--- config.mk ---
export PLATFORM = sky130hd
export DESIGN_NAME = nivel2_temporizador
export DESIGN_NICKNAME = d
export VERILOG_FILES = /design/src/rtl/nivel2_temporizador.sv
export SDC_FILE = /design/constraint.sdc
export NUM_CORES = 1
export LEC_CHECK = 0
export CAP_MARGIN = 20
export CORE_AREA = 2 2 83 85
export DETAILED_ROUTE_END_ITERATION = 6
export DIE_AREA = 0 0 85 87
export HOLD_SLACK_MARGIN = 0.15
export PLACE_DENSITY_LB_ADDON = 0.2
export SYNTH_ARGS = -nofsm -noshare
export SYNTH_HDL_FRONTEND = slang
export SYNTH_SLANG_ARGS = --single-unit
--- constraint.sdc ---
create_clock -name clk -period 6.6 [get_ports clk]
set_input_delay 1.65 -clock clk [delete_from_list [all_inputs] [get_ports clk]]
set_output_delay 1.65 -clock clk [all_outputs]
set_load 0.005 [all_outputs]
--- src/rtl/nivel2_temporizador.sv ---
// Countdown timer stage for the magnetron control level.
// Holds MM:SS as four BCD digits, loaded by shifting keypad digits in from the
// right, and decrements once per second while the magnetron is on.
//
// state | meaning
// ------+----------------------------------------
// IDLE  | time is 00:00, nothing to count
// ARMED | time nonzero, paused (prescaler phase held)
// RUN   | counting down, one decrement per second
module nivel2_temporizador #(
  parameter int TICKS_PER_SEC = 100,
  parameter int PRESC_W       = 7
) (
  input  logic       clk,
  input  logic       resetn,
  input  logic       clearn,
  input  logic       magnetron_on,
  input  logic       keypad_valid,
  input  logic [3:0] keypad_digit,
  output logic [3:0] min_tens,
  output logic [3:0] min_ones,
  output logic [3:0] sec_tens,
  output logic [3:0] sec_ones,
  output logic       running,
  output logic       timer_done
);

  typedef enum logic [1:0] {
    IDLE  = 2'd0,
    ARMED = 2'd1,
    RUN   = 2'd2
  } state_t;

  localparam logic [PRESC_W-1:0] PRESC_MAX = PRESC_W'(TICKS_PER_SEC - 1);

  state_t             state;
  logic [15:0]        digits;
  logic [PRESC_W-1:0] presc;
  logic               running_q;

  logic [15:0] digits_shifted;
  logic [15:0] digits_dec;
  logic        key_ok;
  logic        tick;

  // BCD countdown with borrow; seconds tens wraps to 5 so MM:SS rolls over
  // correctly, while entered seconds >= 60 simply count down as plain BCD.
  function automatic logic [15:0] bcd_dec(input logic [15:0] d);
    logic [3:0] mt, mo, st, so;
    logic       borrow;
    {mt, mo, st, so} = d;
    borrow = 1'b0;
    if (so == 4'd0) begin
      so = 4'd9;
      borrow = 1'b1;
    end else begin
      so = so - 4'd1;
    end
    if (borrow) begin
      if (st == 4'd0) begin
        st = 4'd5;
      end else begin
        st = st - 4'd1;
        borrow = 1'b0;
      end
    end
    if (borrow) begin
      if (mo == 4'd0) begin
        mo = 4'd9;
      end else begin
        mo = mo - 4'd1;
        borrow = 1'b0;
      end
    end
    if (borrow) begin
      mt = mt - 4'd1;
    end
    return {mt, mo, st, so};
  endfunction

  // Next-value candidates for keypad shift and one-second decrement
  always_comb begin
    key_ok         = keypad_valid && (keypad_digit <= 4'd9) && (state != RUN);
    digits_shifted = {digits[11:0], keypad_digit};
    digits_dec     = bcd_dec(digits);
    tick           = (state == RUN) && magnetron_on && (presc == PRESC_MAX);
  end

  // Control FSM with digit, prescaler and running registers; clear wins over
  // tick, tick wins over keypad (keypad is never accepted while counting)
  always_ff @(posedge clk or negedge resetn) begin
    if (!resetn) begin
      state     <= IDLE;
      digits    <= 16'h0000;
      presc     <= '0;
      running_q <= 1'b0;
    end else if (!clearn) begin
      state     <= IDLE;
      digits    <= 16'h0000;
      presc     <= '0;
      running_q <= 1'b0;
    end else begin
      case (state)
        IDLE: begin
          presc <= '0;
          if (key_ok) begin
            digits <= digits_shifted;
            if (digits_shifted != 16'h0000) begin
              state <= ARMED;
            end
          end
          running_q <= 1'b0;
        end
        ARMED: begin
          // A shift can push the only nonzero digit out (e.g. 10:00 + '0')
          if (key_ok && (digits_shifted == 16'h0000)) begin
            digits    <= digits_shifted;
            presc     <= '0;
            state     <= IDLE;
            running_q <= 1'b0;
          end else begin
            if (key_ok) begin
              digits <= digits_shifted;
            end
            if (magnetron_on) begin
              state     <= RUN;
              running_q <= 1'b1;
            end else begin
              running_q <= 1'b0;
            end
          end
        end
        RUN: begin
          if (!magnetron_on) begin
            state     <= ARMED;
            running_q <= 1'b0;
          end else if (tick) begin
            presc  <= '0;
            digits <= digits_dec;
            if (digits_dec == 16'h0000) begin
              state     <= IDLE;
              running_q <= 1'b0;
            end
          end else begin
            presc <= presc + PRESC_W'(1);
          end
        end
        default: begin
          state     <= IDLE;
          digits    <= 16'h0000;
          presc     <= '0;
          running_q <= 1'b0;
        end
      endcase
    end
  end

  assign min_tens   = digits[15:12];
  assign min_ones   = digits[11:8];
  assign sec_tens   = digits[7:4];
  assign sec_ones   = digits[3:0];
  assign running    = running_q;
  assign timer_done = (digits == 16'h0000);

endmodule
# --- Word-level counts from Yosys, hierarchy flattened ---
# Cells that the tools add are included.
classes:
  reduce_logical: 17
  n_eq_ne: 12
  add_sub_neg: 5
  n_lt_le_gt_ge: 1
  n_mux: 38
ops:
  columns: ["op", "n"]
  rows:
  - ["$mux W16", 5]
  - ["$logic_not A16 Y1", 3]
  - ["$pmux W16 S3", 1]
  - ["$mux W7", 4]
  - ["$mux W4", 6]
  - ["$mux W2", 8]
  - ["$reduce_bool A16 Y1", 1]
  - ["$sub A4 B1 Y4 const B", 4]
  - ["$ne A3 B3 Y1 const B", 5]
  - ["$pmux W7 S2", 1]
  - ["$logic_not A4 Y1", 3]
  - ["$mux W1", 11]
  - ["$ne A4 B4 Y1 const B", 2]
  - ["$add A7 B1 Y7 const B", 1]
  - ["$eq A7 B7 Y1 const B", 1]
  - ["$pmux W2 S3", 1]
  - ["$reduce_and A2 Y1", 3]
  - ["$logic_and A1 B1 Y1", 5]
  - ["$reduce_and A5 Y1", 1]
  - ["$le A4 B4 Y1 const B", 1]
  - ["$ne A4 B3 Y1 const B", 1]
  - ["$eq A2 B1 Y1 const B", 1]
  - ["$eq A2 B2 Y1 const B", 1]
  - ["$logic_not A2 Y1", 1]
  - ["other kinds (2)", 2]
totals:
  out_inout_bits: 18
  elab_cells: 77
  input_bits: 9
  ff_bits: 26

# --- Depth between registers and ports, before layout ---
depth:
  ltp_word: 11
  mapped_depth: 8
  mapped_depth_nobuf: 6

# --- Worst setup path after synthesis ---
# Ideal clock, no wire load.
synth_timing:
  kind: "register to output"
  start: "reg digits[0]"
  end: "out timer_done"
  slack_ps: 3283
  t_required_ps: 4950
  path_stages_with_launch: 7
  arrival_time_ps: 1667
  n_path_buf: 3
  path_cell_list: "dfrtp_1 > buf_6 > or4_4 > buf_6 > nor4_4 > buf_6 > and3_2"
synth_between:
  elab_chain_len: 1
synth_lines:
  columns: ["element", "line_no", "rtl"]
  rows:
  - ["start: declaration", "37", "logic [15:0] digits;"]
  - ["start signal: assignment", "107", "digits <= digits_shifted;"]
  - ["start signal: assignment", "117", "digits <= digits_shifted;"]
  - ["start signal: assignment", "123", "digits <= digits_shifted;"]
  - ["$logic_not A16 Y1", "163", "assign timer_done = (digits == 16'h0000);"]
  - ["end: declaration", "25", "output logic timer_done"]
# Every way passes these cells.

# --- Worst setup path after layout ---
layout_timing:
  start: "reg digits[7]"
  end: "out timer_done"
# The elaborated chain is that of the path after synthesis.

==> flow_summary.rst <==
.. list-table::
   :header-rows: 1

   * - Metric
     - Value
   * - Status
     - finished, final reports clean
   * - Final cycle utilization of the critical path
     - approximately 68%
   * - Synthesized netlist cell count
     - ~240
   * - Die Height
     - around 87 um
   * - Critical-path maximum fanout
     - 12
   * - Initial core utilization
     - 30.5%
   * - Final Instance Area
     - 2360 um^2
   * - Highest-delay cell along the critical path
     - sky130_fd_sc_hd__nor4_4
   * - Startpoint type of the worst setup path
     - flip-flop
   * - Via count of the first global-routing pass
     - between 1500 and 2000
   * - Data required time of the critical path
     - about 5.0 ns
   * - Synth top area share
     - 32.5%
   * - Routed via count
     - between 1500 and 2000
   * - Clock sinks
     - 26
   * - Pins over their slew limit
     - 0
   * - IO Count
     - 27
   * - Cells resized by post-CTS repair
     - 0
   * - Worst path arrival time
     - about 2.8 ns
   * - Part of the Yosys area used for sequential elements
     - 32.5%
   * - Maximum number of pins on one net before global-route repair
     - 27
   * - Library cells used by synthesis
     - between 50 and 60
   * - Fin. Hold Viols
     - 0
   * - Worst hold path class
     - flip-flop to flip-flop
   * - Critical-path cell list
     - or4_4, nor4_4, and3_2, clkdlybuf4s50_1
   * - Antenna violations before repair
     - 0
   * - Achievable frequency
     - 0.223 GHz
   * - Post-CTS setup repair buffer count
     - 0
   * - Antenna Violating Nets Remaining
     - 0
   * - Die ar.
     - 7400 um^2
   * - Worst supply voltage drop on vdd
     - 0.0761 mV
   * - Post-synth EDFFs
     - 0
   * - Count of max-cap constraint violations
     - 0
   * - Buf/Inv on CP
     - 1
   * - Total iterations of the first detailed-routing run
     - 4
   * - Sequential cell area
     - 651 um^2
   * - Post-synthesis xor/xnor area fraction
     - under 10%
   * - Netlist area before placement
     - around 2000 um^2
   * - Layout cell share with drive strength beyond 1
     - a little under a tenth
   * - Filler cell count
     - just under 700
   * - Area of the multi-input gates
     - 1240 um^2
   * - CTS tree
     - yes
   * - Family with the most delay on the worst path
     - simple AND/OR/NAND/NOR gates
   * - Relative slew slack
     - between 40% and 50%
   * - Maximum single-stage delay on the critical path
     - roughly 0.7 ns
   * - Net count after synthesis
     - 250
   * - Total Wirelength
     - roughly 5.5 mm
   * - Total number of H-tree levels
     - 1
   * - Diode insertion count for antenna repair
     - 0
   * - #FFs+latches synth
     - 26
   * - Leakage power figure
     - around 0.98 nW
   * - Dominant combinational cell family by area after synthesis
     - simple AND/OR/NAND/NOR gates
   * - Setup repair after global routing missed its margin
     - false
   * - Buffer levels on the longest clock path
     - 2
   * - Final setup violation count
     - 0
   * - Dominant cell by count in the synthesized netlist
     - sky130_fd_sc_hd__dfrtp_1
   * - Clock transition at the registers of the reported paths
     - about 0.1 ns
   * - Measured slew at the worst slew-check pin
     - about 0.78 ns
   * - # rows
     - 30
   * - Global placer's final weighted congestion
     - roughly 0.83
   * - Total Routing Usage GR
     - between 10% and 20%
   * - Synthesized-area fraction occupied by adder cells
     - under 10%
   * - TritonCTS Buffers
     - 3
   * - Setup TNS after final layout
     - 0 ns
   * - Most used flip-flop cell after synthesis
     - sky130_fd_sc_hd__dfrtp_1
   * - Overflow left after global routing
     - 0
   * - Complex-gate fraction of the synthesized area
     - approximately a quarter
   * - Kind of critical path
     - flip-flop to output port
   * - Overall die width
     - around 85 um
   * - Nets
     - ~270
   * - Synth cell count leaders
     - sky130_fd_sc_hd__dfrtp_1 (26), sky130_fd_sc_hd__nand2_1 (23), sky130_fd_sc_hd__o21ai_0 (19)
   * - Number of buffers added to fix hold violations after cts
     - 0
   * - Register-to-register path setup slack
     - ~4 ns
   * - Fraction of synthesized area in multiplexers
     - 6.57%
   * - Source-to-sink clock delay at the later pin of the worst-skew pair
     - between 0.2 and 0.3 ns
   * - CTS Root Buffer Type
     - sky130_fd_sc_hd__clkbuf_8
   * - Worst setup skew after layout
     - about 0.0029 ns
   * - PD cells
     - 172 nW/um^2
   * - # port buffers
     - 26
   * - Average cell area after synthesis
     - about 8.4 um^2
   * - Largest area contributor in the netlist
     - sky130_fd_sc_hd__dfrtp_1
   * - CORE AREA
     - around 6600 um^2
   * - Drt via density
     - around 5.5
   * - Endpoint kind of the worst setup timing path
     - output port
   * - First-pass GRT wire length
     - ~9.2 mm
   * - Iter 0 DRT Violations
     - 73
   * - Detail-routed net length per standard cell
     - approximately 17 um
   * - Top post-synthesis cells by area
     - sky130_fd_sc_hd__dfrtp_1 (33%), sky130_fd_sc_hd__mux2i_1 (6.0%), sky130_fd_sc_hd__o21ai_0 (4.8%)
   * - Simple logic cell fraction of the synthesized area
     - between 20% and 30%
   * - Detailed placement HPWL
     - around 3.8 mm
   * - Synth Warn #
     - 0
   * - Relative area change from synthesis to final layout
     - 17.8%
   * - Number of remaining DRC errors
     - 0
   * - Crit path time final
     - around 4.5 ns
   * - Post-Place Cell Area
     - around 2300 um^2
   * - Post-synth ARST share
     - 100%
-- cell usage in the layout, fill, tap and decap left out, drive strengths merged, types with 2 or more instances in the layout --
| master | count |
|---|---|
| ha | 3 |
| xor2 | 2 |
| clkbuf | 3 |
| or3 | 2 |
| nand2 | 23 |
| nor4 | 4 |
| or2 | 2 |
| o21a | 6 |
| a31oi | 4 |
| inv | 6 |
| clkdlybuf4s50 | 26 |
| nor3 | 10 |
| o21bai | 2 |
| nor2b | 6 |
| nor2 | 13 |
| mux2i | 12 |
| nand3 | 12 |
| a21oi | 14 |
| a2bb2oi | 3 |
| o22ai | 6 |
| o31ai | 7 |
| xnor2 | 2 |
| a21boi | 4 |
| nand3b | 3 |
| nand2b | 2 |
| o221a | 2 |
| or4 | 3 |
| and3 | 8 |
| o21ai | 22 |
| dfrtp | 26 |
| nor4b | 2 |
-- power by group --
part / internal [mW] / leakage [nW] / switching, mW / total (mW)
Sequential: 0.164 / 0.360 / 0.0121 / 0.176
Clock: 0.0813 / 0.0357 / 0.0577 / 0.139
Combinational: 0.0434 / 0.582 / 0.0479 / 0.0914
-- registers in the layout, summed over array words and instances (netlist names) --
| signal | cells |
|---|---|
| digits | 16 |
| presc | 7 |
| running | 1 |
| state | 2 |
-- per-layer routing --
metal  routed length [um]  part of all wire (%)  GRT usage [%]  vias to the layer above
met1                 2760                    50           22.3                      896
met5                    0                     0              0                        -
met2                 2590                    47           24.1                       22
li1                     -                     -              -                      914
met4                   25                  0.45           4.04                        0
met3                  152                   2.7           1.99                        2
-- metrics by stage --
| step | total power, mW | std cells | hold slack, ns | setup slack [ns] | utilization (%) |
|---|---|---|---|---|---|
| after global placement | 0.271 | 330 | 0.470 | 2.48 | 34.8 |
| final | 0.406 | 334 | 0.491 | 2.12 | 35.9 |
| after global routing | 0.427 | 334 | 0.521 | 2.01 | 35.9 |
| after detailed placement | 0.270 | 330 | 0.475 | 2.43 | 34.8 |
| after floorplan | 0.242 | 238 | 0.443 | 3.28 | - |
| after CTS | 0.413 | 334 | 0.488 | 2.11 | 35.9 |
-- worst paths after layout --
path	depth (start not counted)	start	end
max	4	digits[7]	timer_done
min	1	presc[6]	presc[6]
max reg2reg	5	state[1]	presc[5]
min reg2reg	1	presc[6]	presc[6]
max in group asynchronous	2	resetn	digits[8]
min in group asynchronous	2	resetn	digits[1]
-- final cells by class --
class	instances	area share, %
Clock inverter	1	1.27
Tap cell	80	4.25
Inverter	6	0.955
Clock buffer	3	1.75
Multi-Input combinational cell	191	52.8
Sequential cell	26	27.6
Timing Repair Buffer	27	11.4
-- cell families after synthesis --
family,after synthesis
buffers and inverters,21
AND/OR/NAND/NOR,94
flip-flops,26
multiplexers,13
AO/OA/AOI/OAI,77
adder cells (fa/ha/maj),3
XOR/XNOR,4
No activity file was read; power rests on OpenSTA's default activity.
==> edit 1, RTL diff (same flow settings) <==
Put a register stage on the outputs `min_tens`, `min_ones`, `sec_tens`, `sec_ones` and `timer_done`. The values now appear one clock later. The other outputs are not delayed to match.
--- a/src/rtl/nivel2_temporizador.sv
+++ b/src/rtl/nivel2_temporizador.sv
@@ -155,11 +155,13 @@
     end
   end
 
-  assign min_tens   = digits[15:12];
-  assign min_ones   = digits[11:8];
-  assign sec_tens   = digits[7:4];
-  assign sec_ones   = digits[3:0];
   assign running    = running_q;
-  assign timer_done = (digits == 16'h0000);
+  always_ff @(posedge clk) begin
+    min_tens   <= digits[15:12];
+    min_ones   <= digits[11:8];
+    sec_tens   <= digits[7:4];
+    sec_ones   <= digits[3:0];
+    timer_done <= (digits == 16'h0000);
+  end
 
 endmodule
Formal check against the unedited RTL: not equivalent (a bounded check fails within 4 cycles, from zero or initial values and one cycle with resetn low).
==> edit 1 against the unedited design <==
- power is 40% higher
- sequential cell count is 17 higher
- area after synthesis is 6.8% higher
- first-iteration DRC count is 42% higher
- critical path depth is 2 higher
- final area is 9.0% higher
- routed wire length is 5.2% lower
- largest cell class unchanged
- setup slack better by 0.76 ns
==> edit 1: results (changes against the unedited design) <==
| Metric | Value |
|---|---|
| Crit-path max FO | `13 (+1)` |
| Synth cell types | `46 (-13%)` |
| GRT Total Usage | `14.6% (-0.77 points)` |
| Leakage | `1.03 nW (+5.6%)` |
| Seq/Total Area, Yosys | `46.4% (+14 points)` |
| TritonCTS buffer count | `5 (+2)` |
| WHS Endpoint | `min_tens[1]` |
| Vias in the first global route | `1732 (-3.6%)` |
| First-pass GRT wire length | `8600 um (-6.7%)` |
| CLK BUF | `8 (+5)` |
| FF+latch count | `43 (+65%)` |
| Share of layout cells above drive strength 1 | `6.05% (-3.0 points)` |
| Syn_nets | `233 (-6.8%)` |
| Final wirelength | `5240 um (-5.2%)` |
| Status | `completed` |
| Commonest cells post-synth | `dfrtp_1 (26), nand2_1 (22), nor2_1 (22)` |
| Ranking of synthesized cells by area | `dfrtp_1 (30%), dfxtp_1 (16%), mux2i_1 (7.5%)` |
| Detail Placement HPWL | `3630 um (-4.3%)` |
| Post-Route Skew | `0.00665 ns (+0.00375 ns)` |
| Vias/cell | `5.41 (-1.5%)` |
| Worst-path clk slew | `0.08 ns (-0.02 ns)` |
| ClkCell Share | `3.90% (+0.87 points)` |
| Arrival time at the worst endpoint | `3.94 ns (+1.11 ns)` |
| Avg Cell Area, Syn | `9.67 um^2 (+15%)` |
| Hold path start | `digits[13]` |
| Fin util | `39.1% (+3.2 points)` |
| RD Place Congestion | `0.832 (+0.70%)` |
| Placed cells | `319 (-3.3%)` |
| Critical R2R Capture | `digits[13]` |
| Post-DP Area | `0.00246 mm^2 (+7.7%)` |
| Worst reg2reg setup slack | `3.69 ns (-0.23 ns)` |
| Initial drt markers | `104 (+42%)` |
| Comb_multi_in | `163 (-15%)` |
| Worst Hold Depth | `0 (-1)` |
| VDD IR max | `0.0950 mV (+25%)` |
edit 1: changes by cell type in the layout (fill, tap and decap cells not counted), moves of 5 or more:
| cell | delta |
|---|---|
| a21oi_1 | -7 |
| a22o_1 | +6 |
| and3_1 | -6 |
| dfxtp_1 | +17 |
| nand4_1 | +5 |
| nor2_1 | +9 |
| o21a_1 | -6 |
| o21ai_0 | -7 |
| o31ai_1 | -7 |
edit 1: routing by layer:
layer / global-route usage, % / part of all wire, % / vias to the layer above
met3: 3.60 / 4.7 / 8
li1: - / - / 869
met4: 5.63 / 1.5 / 0
met1: 19.4 / 47 / 853
met2: 23.0 / 47 / 44
met5: 0 / 0 / -
edit 1: cells by family after synthesis:
kind of cell | Yosys count | synth area share, %
AOI/OAI and AO/OA | 50 | 16.7
xor gates and xnor gates | 6 | 2.46
adders and majority gates | 3 | 1.76
buffers and inverters | 15 | 3.10
DFF | 43 | 46.4
muxes | 16 | 7.49
and+or+nand+nor | 88 | 22.1
edit 1: worst max path at each step:
stage / to
floorplan: digits[8]
global placement: digits[12]
detailed placement: digits[12]
CTS: digits[12]
global route: digits[13]
finish: digits[12]
edit 1: stage by stage:
stage | hold WS [ns] | worst slack, ns
6_report | 0.490 | 2.89
5_1_grt | 0.501 | 2.76
4_1_cts | 0.480 | 2.69
3_5_place_dp | 0.454 | 2.36
3_3_place_gp | 0.459 | 2.50
2_1_floorplan | 0.342 | 3.61
edit 1: power by group through the flow:
stage	Clock [mW]	Sequential (mW)	Combinational, mW
6_report	0.181	0.289	0.0987
5_1_grt	0.201	0.291	0.109
4_1_cts	0.188	0.289	0.0990
3_5_place_dp	0	0.295	0.0985
3_3_place_gp	0	0.295	0.0985
2_1_floorplan	0	0.288	0.0668
==> edit 2, RTL diff (config.mk and constraints unchanged) <==
Without the edit above. The parameter `PRESC_W` goes from 7 to 5.
--- a/src/rtl/nivel2_temporizador.sv
+++ b/src/rtl/nivel2_temporizador.sv
@@ -9,7 +9,7 @@
 // RUN   | counting down, one decrement per second
 module nivel2_temporizador #(
   parameter int TICKS_PER_SEC = 100,
-  parameter int PRESC_W       = 7
+  parameter int PRESC_W       = 5
 ) (
   input  logic       clk,
   input  logic       resetn,
Behaviour: not the same (a bounded check fails within 10 cycles, from zero or initial values and one cycle with resetn low).
==> edit 2 against the unedited design <==
- global-route usage fell by 0.61 points
- final area fell by 8.2%
- power fell by 9.5%
- register-to-register slack improved by 0.24 ns
- setup slack improved by 0.22 ns
- sequential cell count fell by 2
- area after synthesis fell by 13%
- routed wire length fell by 6.0%
- sequential share of layout area rose by 0.14 points
- synthesized cell count fell by 13%
==> edit 2: results (changes against the unedited design) <==
| Metric | Value |
|---|---|
| Synth cell types | `51 (-3.8%)` |
| R2R depth | `6 (+1)` |
| XOR/XNOR Fraction of Synth Area | `1.51% (-0.24 points)` |
| GRT Total Usage | `14.8% (-0.61 points)` |
| Post-Route Skew | `0.00135 ns (-0.00155 ns)` |
| Largest net degree at the start of global routing | `26 (-3.7%)` |
| Critical path's slowest cell | `or4_1` |
| Ranking of synthesized cells by area | `dfrtp_1 (34%), nand2_1 (4.7%), mux2i_1 (4.0%)` |
| Avg Cell Area, Syn | `8.46 um^2 (+0.65%)` |
| GRT met1 Usage | `21.5% (-0.75 points)` |
| Hold path start | `running` |
| Biggest regs | `digits: 16 flops, presc: 5 flops, state: 2 flops` |
| # fillers | `683 (+0.15%)` |
| Syn_nets | `218 (-13%)` |
| Detail Placement HPWL | `3570 um (-6.0%)` |
| Commonest cells post-synth | `dfrtp_1 (24), nand2_1 (22), a21oi_1 (13)` |
| VDD IR max | `0.0871 mV (+14%)` |
| Initial drt markers | `177 (+140%)` |
| Share of layout cells above drive strength 1 | `10.1% (+1.0 points)` |
| Crit path largest cell delay | `0.70 ns (+0.02 ns)` |
| Status | `completed` |
| Worst reg2reg setup slack | `4.16 ns (+0.24 ns)` |
| Met3 usage | `1.52% (-0.47 points)` |
| First-pass GRT wire length | `8690 um (-5.7%)` |
| Routed length per placed instance | `16.9 um (+1.9%)` |
| Synth top area share | `34.5% (+1.9 points)` |
| Arrival time at the worst endpoint | `2.61 ns (-0.22 ns)` |
| Critical R2R Capture | `presc[0]` |
| Adder-cell share of the synthesized area | `2.15% (+0.28 points)` |
[edit 2: cell count changes in the layout (fill, tap and decap cells not counted), moves of 4 or more]
cell     unedited run  this run
o31ai_1             7         1
nand3_1            12         5
o21ai_0            19        10
mux2i_1            12         7
a31oi_1             4         8
o21a_1              6         1
or4_1               0         4
[edit 2: metrics by stage]
stage / worst slack, ns / area [um^2] / hold slack [ns]
floorplan: 3.20 / 1740 / 0.497
global placement: 2.67 / 2110 / 0.529
detailed placement: 2.64 / 2110 / 0.511
CTS: 2.32 / 2160 / 0.546
global route: 2.19 / 2160 / 0.600
finish: 2.34 / 2160 / 0.527
[edit 2: area by class of cell]
type,count,area (um^2),share of cell area (%)
Inverter,5,18.8,0.867
Tap cell,80,100,4.62
Clock buffer,4,55.1,2.54
Sequential cell,24,601,27.7
Timing Repair Buffer,30,290,13.4
Multi-Input combinational cell,165,1100,50.8
[edit 2: layer usage]
layer	wire (um)	vias up
met1	2660	830
met5	0	-
met3	167	7
met2	2270	38
met4	102	0
li1	-	826
[edit 2: where the power goes]
part / leakage, nW / switching, mW / internal, mW / total (mW)
sequential: 0.331 / 0.0117 / 0.152 / 0.164
clock: 0.0288 / 0.0505 / 0.0534 / 0.104
combinational: 0.496 / 0.0516 / 0.0480 / 0.0996
total: 0.856 / 0.114 / 0.254 / 0.367
[edit 2: worst min path at each step]
stage,to,slack [ns],depth (start not counted)
global placement,running,0.53,1
detailed placement,running,0.51,1
global route,running,0.60,1
CTS,running,0.55,1
finish,running,0.53,1
floorplan,running,0.50,1
[edit 2: critical path: cells and delay by family, from the launching register on]
family,cells,cell delay [ns]
and+or+nand+nor,3,1.16
buffers and inverters,2,0.69
DFF,1,0.46
